==> src/rtl/ks_audio_out.sv <==
// ks_audio_out: output stage for the Karplus-Strong voice.
// Applies a click-free gain ramp (soft mute / volume) to the per-clock voice
// sample. Drives a first-order sigma-delta bitstream for an external RC filter.
// The gain-scaled parallel sample is also brought out for monitoring.
//
// Handshake: there is none. sample_i is valid on every clock, and sample_o and
// pdm_o are valid on every clock after reset. sample_i reaches sample_o after
// 2 clocks, and the matching pdm_o bit appears after 3 clocks.
module ks_audio_out #(
    parameter int DATA_WIDTH = 8,
    parameter int GAIN_BITS  = 8,
    parameter int RAMP_DIV   = 16
) (
    input  logic                  clk_i,
    input  logic                  rst_ni,
    input  logic [DATA_WIDTH-1:0] sample_i,
    input  logic                  enable_i,
    input  logic [GAIN_BITS-1:0]  volume_i,
    output logic [DATA_WIDTH-1:0] sample_o,
    output logic                  pdm_o,
    output logic                  muted_o,
    output logic                  busy_o
);

    localparam int PROD_W = DATA_WIDTH + GAIN_BITS + 1;
    localparam int DIV_W  = (RAMP_DIV > 1) ? $clog2(RAMP_DIV) : 1;
    localparam logic [DIV_W-1:0] DIV_LAST = DIV_W'(RAMP_DIV - 1);

    typedef enum logic [1:0] {
        MUTED = 2'd0,
        RAMP  = 2'd1,
        HOLD  = 2'd2
    } state_t;

    state_t                  state;
    logic [GAIN_BITS-1:0]    gain_q;
    logic [DIV_W-1:0]        div_cnt;
    logic [DATA_WIDTH-1:0]   sample_q;
    logic [DATA_WIDTH-1:0]   scaled_q;
    // The sigma-delta accumulator is {pdm_q, acc}. Its top bit is the
    // carry, which is exactly the output bit.
    logic [DATA_WIDTH-1:0]   acc;
    logic                    pdm_q;

    logic [GAIN_BITS-1:0]    tgt;
    logic [GAIN_BITS-1:0]    gain_next;
    logic signed [PROD_W-1:0] prod;
    logic [DATA_WIDTH-1:0]   u;
    logic [DATA_WIDTH:0]     sum;

    // Target gain and one ramp step toward it.
    always_comb begin
        tgt       = enable_i ? volume_i : '0;
        gain_next = (gain_q < tgt) ? gain_q + 1'b1 : gain_q - 1'b1;
    end

    // Signed multiply by an unsigned fraction. The shift floors the result,
    // and since gain < 1 the low DATA_WIDTH bits cannot overflow.
    always_comb begin
        prod = $signed(sample_q) * $signed({1'b0, gain_q});
        u    = {~scaled_q[DATA_WIDTH-1], scaled_q[DATA_WIDTH-2:0]};
        sum  = {1'b0, acc} + {1'b0, u};
    end

    // Gain FSM: ramp gain_q one step every RAMP_DIV clocks toward the target.
    always_ff @(posedge clk_i) begin
        if (!rst_ni) begin
            state   <= MUTED;
            gain_q  <= '0;
            div_cnt <= '0;
        end else begin
            case (state)
                MUTED: begin
                    gain_q  <= '0;
                    div_cnt <= '0;
                    if (tgt != '0) state <= RAMP;
                end
                RAMP: begin
                    if (gain_q == tgt) begin
                        // The target moved onto the current gain: settle without stepping.
                        div_cnt <= '0;
                        state   <= (tgt == '0) ? MUTED : HOLD;
                    end else if (div_cnt == DIV_LAST) begin
                        div_cnt <= '0;
                        gain_q  <= gain_next;
                        if (gain_next == tgt) state <= (tgt == '0) ? MUTED : HOLD;
                    end else begin
                        div_cnt <= div_cnt + 1'b1;
                    end
                end
                HOLD: begin
                    if (tgt != gain_q) begin
                        state   <= RAMP;
                        div_cnt <= '0;
                    end
                end
                default: begin
                    state   <= MUTED;
                    gain_q  <= '0;
                    div_cnt <= '0;
                end
            endcase
        end
    end

    // Sample pipeline, gain scaling and sigma-delta modulator.
    always_ff @(posedge clk_i) begin
        if (!rst_ni) begin
            sample_q <= '0;
            scaled_q <= '0;
            acc      <= '0;
            pdm_q    <= 1'b0;
        end else begin
            sample_q <= sample_i;
            scaled_q <= DATA_WIDTH'(prod >>> GAIN_BITS);
            acc      <= sum[DATA_WIDTH-1:0];
            pdm_q    <= sum[DATA_WIDTH];
        end
    end

    assign sample_o = scaled_q;
    assign pdm_o    = pdm_q;
    assign muted_o  = (state == MUTED);
    assign busy_o   = (state == RAMP);

endmodule

==> config.mk <==
export PLATFORM = sky130hd
export DESIGN_NAME = ks_audio_out
export DESIGN_NICKNAME = d
export VERILOG_FILES = /design/src/rtl/ks_audio_out.sv
export SDC_FILE = /design/constraint.sdc
export NUM_CORES = 1
export LEC_CHECK = 0
export ABC_AREA = 0
export CORE_ASPECT_RATIO = 1.25
export CORE_MARGIN = 3
export CORE_UTILIZATION = 55
export DETAILED_ROUTE_END_ITERATION = 8
export GPL_TIMING_DRIVEN = 0
export HOLD_SLACK_MARGIN = 0.03
export PLACE_DENSITY_LB_ADDON = 0.1
export RECOVER_POWER = 100
export SYNTH_ARGS = -nofsm -noshare
export SYNTH_HDL_FRONTEND = slang
export SYNTH_SLANG_ARGS = --single-unit
==> constraint.sdc <==
create_clock -name clk_i -period 4.4 [get_ports clk_i]
set_input_delay 0.66 -clock clk_i [delete_from_list [all_inputs] [get_ports clk_i]]
set_output_delay 0.66 -clock clk_i [all_outputs]
set_load 0.03 [all_outputs]
## Word-level counts from Yosys, hierarchy flattened

Cells that the tools add are included.
Widths: inputs -> output; s select.

- Input port bits: 19
- Word-level logic and storage cells: 48
- Register bits after elaboration: 39

- Add/sub/neg operators: 4
- Bitwise gates (word level): 2
- Mux-type cells: 16
- Magnitude comparators: 1
- Multipliers: 1
- Reductions and logical operators: 5
- Equal/unequal tests: 12

Operators by type and width:

| kind | count |
|---|---|
| $mux 8 | 4 |
| $eq 8x8->1 | 2 |
| $mul 8x9->16 | 1 |
| $pmux 8 s2 | 1 |
| $mux 2 | 6 |
| $mux 4 | 3 |
| $add 8x8->9 | 1 |
| $add 8x1->8 const B | 1 |
| $logic_not 8->1 | 1 |
| $lt 8x8->1 | 1 |
| $ne 8x8->1 | 1 |
| $pmux 4 s2 | 1 |
| $reduce_bool 8->1 | 1 |
| $sub 8x1->8 const B | 1 |
| $ne 3x1->1 const B | 2 |
| $pmux 2 s3 | 1 |
| $add 4x1->4 const B | 1 |
| $eq 4x4->1 const B | 1 |
| $ne 2x1->1 const B | 2 |
| $ne 2x2->1 const B | 2 |
| $reduce_and 4->1 | 1 |
| $reduce_and 3->1 | 1 |
| $eq 2x1->1 const B | 1 |
| $eq 2x2->1 const B | 1 |
| 2 further kinds | 3 |

## Depth between registers and ports, before layout

Gate-level depths: netlist (run 1).

- Depth after elaboration: 8
- Mapped depth: 17
- Gate-level depth less buffers: 17

## Least setup slack after synthesis (run 1)

OpenSTA, ideal clock, no wires.

- Path type: register -> register
- Start point: register gain_q[1]
- End point: register scaled_q[7], in the netlist sample_o[7]
- Data arrival time: 4,170 ps
- Cell stages (with the launch flop): 15
- Library setup time: 115 ps
- Clock period less this slack: 4,285 ps
- Required time: 4,285 ps
- Slack: 115 ps
- Cell sequence: dfxtp_1 > clkbuf_1 > nand2_1 > fa_1 > fa_1 > inv_1 > fa_1 > fa_1 > ha_1 > o21a_1 > a2111oi_0 > o21ai_1 > a31oi_1 > xnor2_1 > and2_1

- Cells in the longest elaborated chain, start to end: 1

Ends and longest elaborated chain:

| item | line | RTL |
|---|---|---|
| start: declaration | 36 | `logic [GAIN_BITS-1:0] gain_q;` |
| start signal: assignment | 85 | `gain_q <= gain_next;` |
| $mul 8x9->16 | 60 | `prod = $signed(sample_q) * $signed({1'b0, gain_q});` |
| end signal: assignment | 115 | `scaled_q <= DATA_WIDTH'(prod >>> GAIN_BITS);` |
| end: declaration | 39 | `logic [DATA_WIDTH-1:0] scaled_q;` |

Every way passes these cells.
A chain may end at the register's enable or synchronous reset.

## Worst setup path in the final report (run 1)

- Start point: register sample_q[7]
- End point: register scaled_q[7], in the netlist sample_o[7]

- Cells in the longest elaborated chain, start to end: 1

Ends and longest elaborated chain:

| item | line | RTL |
|---|---|---|
| start: declaration | 38 | `logic [DATA_WIDTH-1:0] sample_q;` |
| start signal: assignment | 114 | `sample_q <= sample_i;` |
| $mul 8x9->16 | 60 |  |

Every way passes these cells.

==> reports/qor.yml, run 1 <==
status: "finished, final reports clean"
startpoint: "sample_q[7]$_SDFF_PN0_"
path_clk_slew_ns: 0.08
setup_viol: 0
cts_sinks: 39
core_sq_um: 7440
clock_latency_ns: 0.31
ys_warn_count: 0
timing.hold.ws_ns: 0.481
finalMaxSlewViolations: 0
fp.dieW_microns: 84.5
placed_cell_area_sq_um: 4630
netlist_area_sq_um: 4230
required_ns: 4.61
grt_pass1_vias: 3534
htreeDepth: 2
cellLeakagePower_nw: 2.33
vdd_drop_max_mv: 0.191
switching_share_pct: 28.3
worstPathArrival_ns: 4.43
layout_min_cycle_time_ns: 4.21
root_buffer: "clkbuf_8"
die_area_sq_um: 8790
end_kind: "register"
drt-total-wl_mm: 9.10
fin_skew_ns: 0.00947
synthFlopType: "dfxtp_1"
cts_buffers: 5
worstSetupStartpointType: "register"
clockBufferDepth: 2
syn2layout_area_growth_pct: 15.6
ant_nets: 0
fin_ws_ns: 0.189
power_switching_mw: 0.249
grt_pass1_wl_mm: 16.0
synth_edf_count: 0
fin_cells: 609
cts_tree: "done"
wire_per_inst_microns: 14.9
rrSetupSlack_ns: 0.19
r2r_start: "sample_q[7]$_SDFF_PN0_"
p_clk_share_pct: 36.7
layout-drive-gt1-share_pct: 10.1
ios: 30
final_util_pct: 65.7
powerDensity_nw_per_um2: 180
reg2reg_depth: 17
dr.pass1.iters: 4
antennaDiodeCount: 0
cap_violations: 0
num_vias: 3284
die_y_microns: 104
min_path_type: "register to register"
max_freq_ghz: 0.237
overflow: 0
gp_congestion: 0.870
avgSynthCellArea_sq_um: 8.87
ys_seq_area_share_pct: 18.5
hold_viol: 0
initial_utilization_pct: 56.8
seqPwrFrac_pct: 43.3
fin_crit_sh_pct: 95.7
worstPathMaxFanout: 7
final_cell_mix: "63 x inv_1, 60 x ha_1, 49 x and2_1"
vias_per_cell: 5.39
p_int_mw: 0.633
fin_area_sq_um: 4890
place_ws_ns: -0.700
report.power.total_mw: 0.882
max_slew_margin_pct: 65.9
port_buffers: 28
grt_max_degree: 13
grt_util_all_layers_pct: 22.3
pwr-share-comb_pct: 20.0
antenna_found_initial: 0
rows: 35
synthCells: 477
synth_fp_nets: 594
layout_commonest_cell: "inv_1"
fin_setup_tns_ns: 0
synth_cell_types: 54
ys_seq_elements: 39
crit_type: "register to register"
crit_end: "sample_o[7]$_SDFF_PN0_"
dp_cells: 597
worstMarginPinSlew_ns: 0.511
async_reset_ff_share_pct: 0
dp_hpwl_mm: 7.18
dr.first_iter.drc_count: 126
regToRegEndpoint: "sample_o[7]$_SDFF_PN0_"
drc: 0
nets: 633
-- sequential cells by signal, summed over array words and instances (netlist names) --
signal    flops
state         2
div_cnt       4
sample_o      8
pdm_o         1
acc           8
sample_q      8
gain_q        8
-- cells by family after synthesis --
kind of cell    share of synthesized area (%)
flops                                    18.5
fa+ha+maj                                35.5
buf+inv                                  7.16
simple gates                             21.2
mux                                     0.473
xor+xnor                                 5.88
compound gates                           11.3
-- power groups by stage --
stage          sequential, mW  clock, mW  combinational [mW]
3_5_place_dp            0.392          0               0.179
2_1_floorplan           0.395          0               0.115
4_1_cts                 0.384      0.329               0.180
3_3_place_gp            0.391          0               0.173
5_1_grt                 0.385      0.346               0.199
6_report                0.382      0.324               0.176
-- routing by layer --
layer	GRT usage, %	share of wire [%]	vias to the layer above
met3	2.93	2.8	10
li1	-	-	1640
met4	6.45	1.6	0
met2	39.7	53	42
met1	28.0	42	1592
met5	0	0	-
-- cells in the mapped netlist, drive strengths merged, types with 2 or more instances --
cell / number / area share (%)
dfxtp: 39 / 18
a31oi: 3 / 0.44
a31o: 2 / 0.41
ha: 61 / 18
fa: 37 / 18
o31ai: 2 / 0.35
o21a: 4 / 0.71
buf: 2 / 0.38
xor2: 8 / 1.7
a21oi: 15 / 1.9
nor4: 4 / 0.74
nand2b: 8 / 1.2
and2: 58 / 8.6
mux2i: 2 / 0.47
a21boi: 4 / 0.71
nand3: 3 / 0.47
nor2b: 11 / 1.6
and3: 4 / 0.59
nor3b: 6 / 1.1
nand2: 38 / 3.4
a21o: 8 / 1.4
o21bai: 3 / 0.53
xnor2: 17 / 3.7
a22oi: 6 / 1.1
clkbuf: 7 / 0.62
inv: 65 / 5.8
a211oi: 2 / 0.35
nor2: 22 / 2.0
o21ai: 20 / 2.4
o2111ai: 2 / 0.41
-- area by class of cell --
cell class / instances / area, sq um
fillers: 656 / 2550
repair buffers: 32 / 310
multi-input cells: 362 / 3200
clock buffers: 6 / 82.6
flip-flops and latches: 39 / 811
well taps: 92 / 115
clock inverters: 2 / 35.0
plain buffers: 10 / 76.3
inverters: 66 / 256
-- worst min-delay path by stage --
stage,start,endpoint,depth (start not counted)
5_1_grt,div_cnt[3]$_SDFFE_PN0P_,div_cnt[3]$_SDFFE_PN0P_,1
6_report,div_cnt[3]$_SDFFE_PN0P_,div_cnt[3]$_SDFFE_PN0P_,1
2_1_floorplan,div_cnt[3]$_SDFFE_PN0P_,div_cnt[3]$_SDFFE_PN0P_,1
3_3_place_gp,div_cnt[3]$_SDFFE_PN0P_,div_cnt[3]$_SDFFE_PN0P_,1
3_5_place_dp,div_cnt[3]$_SDFFE_PN0P_,div_cnt[3]$_SDFFE_PN0P_,1
4_1_cts,div_cnt[3]$_SDFFE_PN0P_,div_cnt[3]$_SDFFE_PN0P_,1
-- repair_timing --
item                                    CTS  global route
hold buffers                              0             0
resized for setup                        13            36
endpoints found under the setup margin    6             7
buffers inserted                          0             4
pin swaps                                 4             8
-- worst max-delay path, stage by stage (launching register included) --
cell and delay [ns]:
dfxtp_4 0.38, inv_6 0.08, nor2_1 0.06, fa_1 0.54
inv_1 0.06, fa_1 0.53, inv_1 0.06, fa_1 0.53
inv_1 0.05, fa_1 0.52, inv_1 0.06, ha_4 0.26
o21a_1 0.17, o2111ai_2 0.12, o21ai_2 0.24, a31oi_1 0.14
xnor2_1 0.14, and2_1 0.15
Note: power is estimated with default switching activity, not from simulation.
==> run 2, diff against run 1 <==
--- a/config.mk
+++ b/config.mk
@@ -8,7 +8,8 @@
 export ABC_AREA = 0
 export CORE_ASPECT_RATIO = 1.25
 export CORE_MARGIN = 3
-export CORE_UTILIZATION = 55
+export CORE_UTILIZATION = 56
+export CTS_BUF_LIST = sky130_fd_sc_hd__clkbuf_8
 export DETAILED_ROUTE_END_ITERATION = 8
 export GPL_TIMING_DRIVEN = 0
 export HOLD_SLACK_MARGIN = 0.03
==> run 2 against run 1 <==
Clock skew decreased by 0.0014 ns. Design area decreased by 0.87%. Hold slack lost 0.0044 ns. Critical endpoint unchanged. Largest cell class unchanged.
==> reports/qor.yml, run 2 (synthesized netlist as in run 1, its figures left out) <==
rsz0062_at_grt: "false"
max_slew_margin_pct: 63.8
hold_path_end: "div_cnt[3]$_SDFFE_PN0P_"
fin_setup_tns_ns: 0
max_freq_ghz: 0.238
die_area_sq_um: 8640
required_ns: 4.60
wire_per_inst_microns: 14.2
multiInputGateArea_sq_um: 3190
min_path_type: "register to register"
regToRegEndpoint: "sample_o[7]$_SDFF_PN0_"
core_sq_um: 7150
r2r_start: "sample_q[7]$_SDFF_PN0_"
power_switching_mw: 0.245
clockBufferDepth: 2
die_y_microns: 103
holdCritStartpoint: "div_cnt[3]$_SDFFE_PN0P_"
cts_tree: "done"
antenna_found_initial: 0
worstMarginPinSlew_ns: 0.541
layout_min_cycle_time_ns: 4.21
nets: 633
gp_congestion: 0.854
finalMaxSlewViolations: 0
grt_pass1_wl_mm: 15.0
drc: 0
drt-total-wl_mm: 8.62
vias_per_cell: 5.48
cts_buffers: 5
report.power.total_mw: 0.863
p_clk_share_pct: 35.5
hold_viol: 0
fin_cells: 607
port_buffers: 28
cellLeakagePower_nw: 2.32
cap_violations: 0
grt_util_all_layers_pct: 21.4
root_buffer: "clkbuf_8"
critPathTopFamily: "adder cells"
fp.dieW_microns: 83.8
crit_slowest_cell: "fa_1"
ant_nets: 0
dp_cells: 595
cpMostUsedCell: "fa_1"
antennaDiodeCount: 0
pwr-share-comb_pct: 20.3
worstPathArrival_ns: 4.40
cts_sinks: 39
reg2reg_depth: 14
status: "finished, final reports clean"
overflow: 0
fin_crit_sh_pct: 95.6
worstPathMaxFanout: 5
rows: 34
rrSetupSlack_ns: 0.19
setup_viol: 0
layout_commonest_cell: "inv_1"
vdd_drop_max_mv: 0.120
syn2layout_area_growth_pct: 14.6
dp_hpwl_mm: 6.97
dr.first_iter.drc_count: 104
worstSetupStartpointType: "register"
seqPwrFrac_pct: 44.2
htreeDepth: 2
end_kind: "register"
fin_skew_ns: 0.00806
max_stage_delay_ns: 0.51
worst_hold_path.num_cells: 1
cp.buffers_inverters: 3
path_clk_slew_ns: 0.08
clock_latency_ns: 0.30
path_cells: "inv_4 > buf_4 > fa_1 > fa_1 > inv_1 > fa_1 > fa_1 > ha_1 > o21a_2 > a2111oi_4 > o21ai_2 > a31oi_1 > xnor2_1 > and2_1"
fillers: 622
grt_max_degree: 14
dr.pass1.iters: 4
num_vias: 3327
crit_type: "register to register"
final_cell_mix: "63 x inv_1, 60 x ha_1, 53 x and2_1"
layout-drive-gt1-share_pct: 8.51
grt_pass1_vias: 3460
powerDensity_nw_per_um2: 178
p_int_mw: 0.618
ios: 30
regArea_sq_um: 806
switching_share_pct: 28.4
initial_utilization_pct: 59.2
[run 2: through the flow]
step	area, sq um	setup WS, ns	hold slack, ns	utilization, %
final	4850	0.195	0.477	67.8
after global routing	4850	0.00377	0.512	67.8
after CTS	4770	0.00995	0.476	66.7
after detailed placement	4620	-0.550	0.464	64.7
after global placement	4620	-0.503	0.458	64.7
after floorplan	4230	0.115	0.440	-
[run 2: what timing repair did]
item                       in CTS  in global routing
gates resized for setup         9                 27
hold buffers                    0                  0
buffers inserted                0                  4
pin swaps                       2                  7
setup endpoints to repair       6                  7
[run 2: cell type report]
type / count / area share [%]
plain buffers: 10 / 1.24
clock inverters: 3 / 0.903
flip-flops and latches: 39 / 16.6
multi-input cells: 362 / 65.9
clock buffers: 5 / 1.42
well taps: 90 / 2.32
inverters: 66 / 5.24
repair buffers: 32 / 6.40
[run 2: worst max path at each step]
stage / end / cells past startpoint / start
floorplan: sample_o[7]$_SDFF_PN0_ / 14 / gain_q[1]$_SDFFE_PN0P_
finish: sample_o[7]$_SDFF_PN0_ / 14 / sample_q[7]$_SDFF_PN0_
detailed placement: sample_o[7]$_SDFF_PN0_ / 14 / gain_q[1]$_SDFFE_PN0P_
CTS: sample_o[7]$_SDFF_PN0_ / 15 / gain_q[0]$_SDFFE_PN0P_
global route: sample_o[7]$_SDFF_PN0_ / 15 / gain_q[0]$_SDFFE_PN0P_
global placement: sample_o[7]$_SDFF_PN0_ / 14 / gain_q[1]$_SDFFE_PN0P_
[run 2: per-layer routing]
layer / track usage [%] / vias up / part of all wire (%)
li1: - / 1639 / -
met3: 2.77 / 16 / 2.3
met1: 25.3 / 1618 / 44
met2: 39.5 / 54 / 52
met5: 0 / - / 0
met4: 8.79 / 0 / 2.1
[run 2: power by group through the flow]
stage               Clock [mW]  Sequential [mW]  Combinational, mW
floorplan                    0            0.395              0.115
global route             0.325            0.384              0.197
finish                   0.306            0.381              0.175
global placement             0            0.392              0.173
CTS                      0.316            0.384              0.179
detailed placement           0            0.392              0.178
